$ cat config.mk
export PLATFORM = sky130hd
export DESIGN_NAME = id_ex_stage
export DESIGN_NICKNAME = d
export VERILOG_FILES = /design/src/rtl/pipe_pkg.sv /design/src/rtl/load_use_detect.sv /design/src/rtl/id_ex_stage.sv
export SDC_FILE = /design/constraint.sdc
export NUM_CORES = 1
export LEC_CHECK = 0
export CORE_MARGIN = 3
export CORE_UTILIZATION = 39
export CTS_CLUSTER_SIZE = 30
export DETAILED_ROUTE_END_ITERATION = 10
export PLACE_DENSITY = 0.82
export SLEW_MARGIN = 20
export SYNTH_ARGS = -nofsm -noshare
export SYNTH_HDL_FRONTEND = slang
export SYNTH_SLANG_ARGS = --single-unit
$ cat constraint.sdc
create_clock -name clk -period 3.3 [get_ports clk]
set_clock_uncertainty 0.15 [all_clocks]
set_input_delay 0.495 -clock clk [delete_from_list [all_inputs] [get_ports clk]]
set_output_delay 0.495 -clock clk [all_outputs]
set_load 0.005 [all_outputs]
$ cat src/rtl/pipe_pkg.sv
// Shared pipeline types and widths for the 5-stage, 16-register core.
package pipe_pkg;

  localparam int DATA_W  = 16;
  localparam int REG_AW  = 4;
  localparam int ALUOP_W = 4;

  // EX-stage control bundle carried through the ID/EX register
  typedef struct packed {
    logic               RegWrite;
    logic               MemRead;
    logic               MemWrite;
    logic               MemToReg;
    logic               ALUSrc;
    logic [ALUOP_W-1:0] ALUOp;
    logic               Halt;
  } ex_ctrl_t;

  // A bubble carries no side effects: no write-back, no memory access, no halt
  localparam ex_ctrl_t EX_CTRL_BUBBLE = '0;

endpackage

$ cat src/rtl/load_use_detect.sv
// Combinational load-use hazard detection between the load sitting in ID/EX
// and the instruction currently in ID.
module load_use_detect
  import pipe_pkg::*;
(
  input  logic              ex_valid,
  input  logic              ex_mem_read,
  input  logic [REG_AW-1:0] ex_rd,
  input  logic [REG_AW-1:0] id_rs,
  input  logic [REG_AW-1:0] id_rt,
  input  logic              id_uses_rs,
  input  logic              id_uses_rt,
  input  logic              id_mem_write,
  input  logic              br_flush,
  input  logic              mem_stall,
  output logic              load_use,
  output logic              hazard_stall
);

  logic hit_a;
  logic hit_b;

  // Store data (rt of a store) is forwarded MEM-to-MEM, so only its base
  // register can cause a stall; a squashed or frozen pipe never stalls.
  always_comb begin
    hit_a        = id_uses_rs & (ex_rd == id_rs);
    hit_b        = id_uses_rt & (ex_rd == id_rt) & ~id_mem_write;
    load_use     = ex_valid & ex_mem_read & (ex_rd != '0) & (hit_a | hit_b);
    hazard_stall = load_use & ~br_flush & ~mem_stall;
  end

endmodule

$ cat src/rtl/id_ex_stage.sv
// ID/EX pipeline register with load-use bubble insertion and branch flush.
// Optional build macro: ID_EX_HAZARD_STATS_EN adds saturating bubble counters.
// Upstream handshake: hazard_stall high means PC and IF/ID must hold their
// contents this cycle; the ID inputs are then presented again next cycle.
module id_ex_stage
  import pipe_pkg::*;
(
  input  logic               clk,
  input  logic               rst,
  input  logic               mem_stall,
  input  logic               br_flush,
  input  logic [REG_AW-1:0]  id_rs,
  input  logic [REG_AW-1:0]  id_rt,
  input  logic [REG_AW-1:0]  id_rd,
  input  logic               id_uses_rs,
  input  logic               id_uses_rt,
  input  logic [DATA_W-1:0]  id_rs_val,
  input  logic [DATA_W-1:0]  id_rt_val,
  input  logic [DATA_W-1:0]  id_imm,
  input  logic               id_RegWrite,
  input  logic               id_MemRead,
  input  logic               id_MemWrite,
  input  logic               id_MemToReg,
  input  logic               id_ALUSrc,
  input  logic [ALUOP_W-1:0] id_ALUOp,
  input  logic               id_Halt,
  output logic [REG_AW-1:0]  ID_EX_RegRs,
  output logic [REG_AW-1:0]  ID_EX_RegRt,
  output logic [REG_AW-1:0]  ID_EX_RegRd,
  output logic [DATA_W-1:0]  ID_EX_RsVal,
  output logic [DATA_W-1:0]  ID_EX_RtVal,
  output logic [DATA_W-1:0]  ID_EX_Imm,
  output logic               ID_EX_RegWrite,
  output logic               ID_EX_MemRead,
  output logic               ID_EX_MemWrite,
  output logic               ID_EX_MemToReg,
  output logic               ID_EX_ALUSrc,
  output logic [ALUOP_W-1:0] ID_EX_ALUOp,
  output logic               ID_EX_Halt,
  output logic               ID_EX_Valid,
  output logic               hazard_stall
`ifdef ID_EX_HAZARD_STATS_EN
  ,
  output logic [15:0]        stat_lu_bubbles,
  output logic [15:0]        stat_flush_bubbles
`endif
);

  ex_ctrl_t id_ctrl;
  ex_ctrl_t ctrl_q;
  logic     load_use;

  // Gather the decoded control inputs into one bundle
  always_comb begin
    id_ctrl          = EX_CTRL_BUBBLE;
    id_ctrl.RegWrite = id_RegWrite;
    id_ctrl.MemRead  = id_MemRead;
    id_ctrl.MemWrite = id_MemWrite;
    id_ctrl.MemToReg = id_MemToReg;
    id_ctrl.ALUSrc   = id_ALUSrc;
    id_ctrl.ALUOp    = id_ALUOp;
    id_ctrl.Halt     = id_Halt;
  end

  load_use_detect u_detect (
    .ex_valid     (ID_EX_Valid),
    .ex_mem_read  (ctrl_q.MemRead),
    .ex_rd        (ID_EX_RegRd),
    .id_rs        (id_rs),
    .id_rt        (id_rt),
    .id_uses_rs   (id_uses_rs),
    .id_uses_rt   (id_uses_rt),
    .id_mem_write (id_MemWrite),
    .br_flush     (br_flush),
    .mem_stall    (mem_stall),
    .load_use     (load_use),
    .hazard_stall (hazard_stall)
  );

  // Pipeline register: reset > freeze > bubble (flush or load-use) > capture
  always_ff @(posedge clk) begin
    if (rst) begin
      ID_EX_RegRs <= '0;
      ID_EX_RegRt <= '0;
      ID_EX_RegRd <= '0;
      ID_EX_RsVal <= '0;
      ID_EX_RtVal <= '0;
      ID_EX_Imm   <= '0;
      ctrl_q      <= EX_CTRL_BUBBLE;
      ID_EX_Valid <= 1'b0;
    end else if (!mem_stall) begin
      if (br_flush || load_use) begin
        // Zeroed specifiers keep the forwarding unit from matching a bubble
        ID_EX_RegRs <= '0;
        ID_EX_RegRt <= '0;
        ID_EX_RegRd <= '0;
        ID_EX_RsVal <= '0;
        ID_EX_RtVal <= '0;
        ID_EX_Imm   <= '0;
        ctrl_q      <= EX_CTRL_BUBBLE;
        ID_EX_Valid <= 1'b0;
      end else begin
        ID_EX_RegRs <= id_rs;
        ID_EX_RegRt <= id_rt;
        ID_EX_RegRd <= id_rd;
        ID_EX_RsVal <= id_rs_val;
        ID_EX_RtVal <= id_rt_val;
        ID_EX_Imm   <= id_imm;
        ctrl_q      <= id_ctrl;
        ID_EX_Valid <= 1'b1;
      end
    end
  end

  assign ID_EX_RegWrite = ctrl_q.RegWrite;
  assign ID_EX_MemRead  = ctrl_q.MemRead;
  assign ID_EX_MemWrite = ctrl_q.MemWrite;
  assign ID_EX_MemToReg = ctrl_q.MemToReg;
  assign ID_EX_ALUSrc   = ctrl_q.ALUSrc;
  assign ID_EX_ALUOp    = ctrl_q.ALUOp;
  assign ID_EX_Halt     = ctrl_q.Halt;

`ifdef ID_EX_HAZARD_STATS_EN
  // Saturating bubble counters; a frozen pipe inserts no bubbles
  always_ff @(posedge clk) begin
    if (rst) begin
      stat_lu_bubbles    <= '0;
      stat_flush_bubbles <= '0;
    end else if (!mem_stall) begin
      if (br_flush && stat_flush_bubbles != 16'hFFFF)
        stat_flush_bubbles <= stat_flush_bubbles + 16'd1;
      if (!br_flush && load_use && stat_lu_bubbles != 16'hFFFF)
        stat_lu_bubbles <= stat_lu_bubbles + 16'd1;
    end
  end
`else
  // Statistics counters are not built in this configuration.
`endif

endmodule
==> results.cfg, run 1 <==
[sta]
slew_headroom_pct = 34.15
rsz0062_at_grt = false
hold_violations = 0
fin_tns_setup_ps = 0
fin_crit_sh_pct = 92.25
setup_viol = 0
tightestPinTransition_ps = 984.6
slew_violations = 0
fmax_mhz = 328.5
fin_crit_ps = 3044

[cells_and_area]
area_growth_pct = 70.15
final_util_pct = 71.44
nets = 403
insertedDiodeCount = 0
final_cells = 402
drive_above_1_share_pct = 25.76

[detailed_routing]
drtIter0Drc = 81
drc = 0
postRouteAntennaNets = 0
wire_per_inst_um = 16.31
vias_per_cell = 5.090
vias = 2046
dr.pass1.iters = 4
wl_um = 6556

[die]
core_area_sq_um = 5709
die-area_sq_um = 7123
start_util_pct = 41.99
io_pins = 148
die_h_um = 84.40
die_w_um = 84.40
num_rows = 27

[clock_tree]
clock-root-buffer = clkbuf_8
ctsHoldBuffers = 0
post_cts_resized = 0
cts_made_buffers = 9
clk_latency_ps = 320
htree_num_levels = 3
cts_tree = built
postCtsSetupRepairBufs = 0
clock_path_buffers = 2
clkSlewWorstSetupHoldPaths_ps = 60
cts.sinks = 71

[logic_synthesis]
synth_mux_area_share_pct = 0
synth-xor-area-share_pct = 2.923
synth_nets = 254
netlist_area_sq_um = 2397
synth_top_family_by_area = compound AO/OA/AOI/OAI gates
ys_ff_latch = 71
synthAdderAreaFrac_pct = 0
syn_avg_cell_area_sq_um = 13.47
yosys_warnings = 0
synth_compound_area_share_pct = 30.38
synth_cells = 178
synthTopCellsByArea = dfxtp_1, a22o_2, buf_6
synth_edf_count = 0
synth_largest_area_cell = dfxtp_1
synth_common_cells = dfxtp_1, a22o_2, a22o_1
synthArstFlopShare_pct = 0
synth_seq_area_share_pct = 59.29
synth.distinct_cells = 20
yosysTopAreaCellShare_pct = 59.29
synth-main-ff-cell = dfxtp_1
synth-simple-area-share_pct = 2.871
synth_most_common_cell = dfxtp_1

[setup_path]
critPathCaptureType = output port
max_stage_delay_ps = 530
cp-start-kind = input port
cpMostUsedCell = clkdlybuf4s50_1
crit_chain = clkdlybuf4s50_1 -> xnor2_1 -> nand3_1 -> nor4_1 -> buf_4 -> a21o_2 -> nor3b_1 -> clkdlybuf4s50_1
cpMaxStageDelayCell = clkdlybuf4s50_1
critical_path_buf_inv_count = 3
crit_fanout = 2
required_ps = 2650
arrival_ps = 2400
path_class = input port to output port
crit_family = buffers and inverters

[global_route]
grt_start_max_net_pins = 47
grt-ovfl-total = 0
antenna_found_initial = 0
grt_use_total_pct = 18.45
grt_pass1_wl_um = 10560
grt_pass1_vias = 2104

[run_status]
status = finished, final reports clean

[placed_design]
port_buffers = 147
hpwl_um = 4794
gp_congestion = 0.7556
place_inst = 388

[power_and_ir_drop]
p_per_area_nw_per_um2 = 426.8
power.leakage_nw = 1.584
ir_worst_vdd_mv = 0.2773

[run]
max-cap-violations = 0

[worst_hold_path]
hp-class = register to register
-- per-layer routing --
| metal | vias to the layer above | GRT usage [%] | wire (um) |
|---|---|---|---|
| met5 | - | 0 | 0 |
| met4 | 0 | 6.043 | 75 |
| met3 | 8 | 6.281 | 614 |
| met2 | 100 | 29.91 | 3086 |
| met1 | 956 | 23.13 | 2780 |
| li1 | 982 | - | - |
-- logic make-up (layout without fill, tap and decap cells) --
group                  Yosys count  after routing
buffers and inverters           15            167
flip-flops                      71             71
AND/OR/NAND/NOR                 11             11
AO/OA/AOI/OAI                   73             73
XOR/XNOR                         8              8
-- final cells by class --
class,instances,area (sq um)
clock buffers,13,158.9
multi-input cells,92,874.6
repair buffers,153,1529
well taps,72,90.09
clock inverters,1,5.005
fillers,415,1630
flip-flops and latches,71,1421
-- worst register-to-register path, stage by stage, from the launching register on --
cell,delay [ps]
dfxtp_1,360
nor4_1,380
nor2_1,70
and3_4,190
a211oi_4,840
buf_4,570
a22o_2,240
-- metrics by stage --
stage	instance area, sq um	power [mW]	hold WS (ps)	setup WS [ps]
finish	4079	1.741	330.6	255.9
global placement	3915	1.172	311.4	133.2
CTS	4079	1.764	334.6	235.3
floorplan	2397	1.002	324.6	1136
global route	4079	1.818	341.3	148.2
detailed placement	3915	1.176	313.8	97.19
-- cells in the final DEF (no fill, tap or decap) --
master           synthesis  layout
nand2_1                  1       1
or3_1                    1       1
clkdlybuf4s50_1          0     147
a211oi_4                 1       1
dfxtp_1                 71      71
nor2b_4                  0       1
buf_4                    0       5
nand3b_1                 1       1
nor3_1                   1       1
nor3b_1                  1       1
clkinv_2                 0       1
and3_4                   1       1
a21o_2                   2       2
nor2_1                   1       1
buf_12                   0       1
nor4_1                   2       2
xnor2_1                  5       5
clkbuf_1                 7       2
nand3_1                  1       1
a22o_1                   8       8
a22o_2                  62      62
xor2_1                   3       3
clkbuf_8                 0      11
-- registers in the layout (all words and copies together), names as in the netlist --
| name | cells |
|---|---|
| ID_EX_ALUOp | 4 |
| ID_EX_ALUSrc | 1 |
| ID_EX_Halt | 1 |
| ID_EX_Imm | 16 |
| ID_EX_MemRead | 1 |
| ID_EX_MemToReg | 1 |
| ID_EX_MemWrite | 1 |
| ID_EX_RegRd | 4 |
| ID_EX_RegRs | 4 |
| ID_EX_RegRt | 4 |
| ID_EX_RegWrite | 1 |
| ID_EX_RsVal | 16 |
| ID_EX_RtVal | 16 |
| ID_EX_Valid | 1 |
-- power breakdown --
group	internal, mW	switching, mW
Combinational	0.173	0.0716
Sequential	0.892	0.0200
Clock	0.305	0.279
Total	1.37	0.371
-- worst paths after layout --
check	start	slack (ps)	cells after the start	endpoint
setup / recovery	id_rt[3]	260	8	hazard_stall
hold / removal	ID_EX_RtVal[15]	330	1	ID_EX_RtVal[15]
setup reg to reg	ID_EX_RegRd[0]	450	6	ID_EX_RsVal[1]
hold reg to reg	ID_EX_RtVal[15]	330	1	ID_EX_RtVal[15]
No activity file was read; power rests on OpenSTA's default activity.
==> run 2: changes to the inputs <==
- HOLD_SLACK_MARGIN: unset -> 0.02
==> results of run 2 <==
Final layout, timing and power as in run 1 (identical DEF).
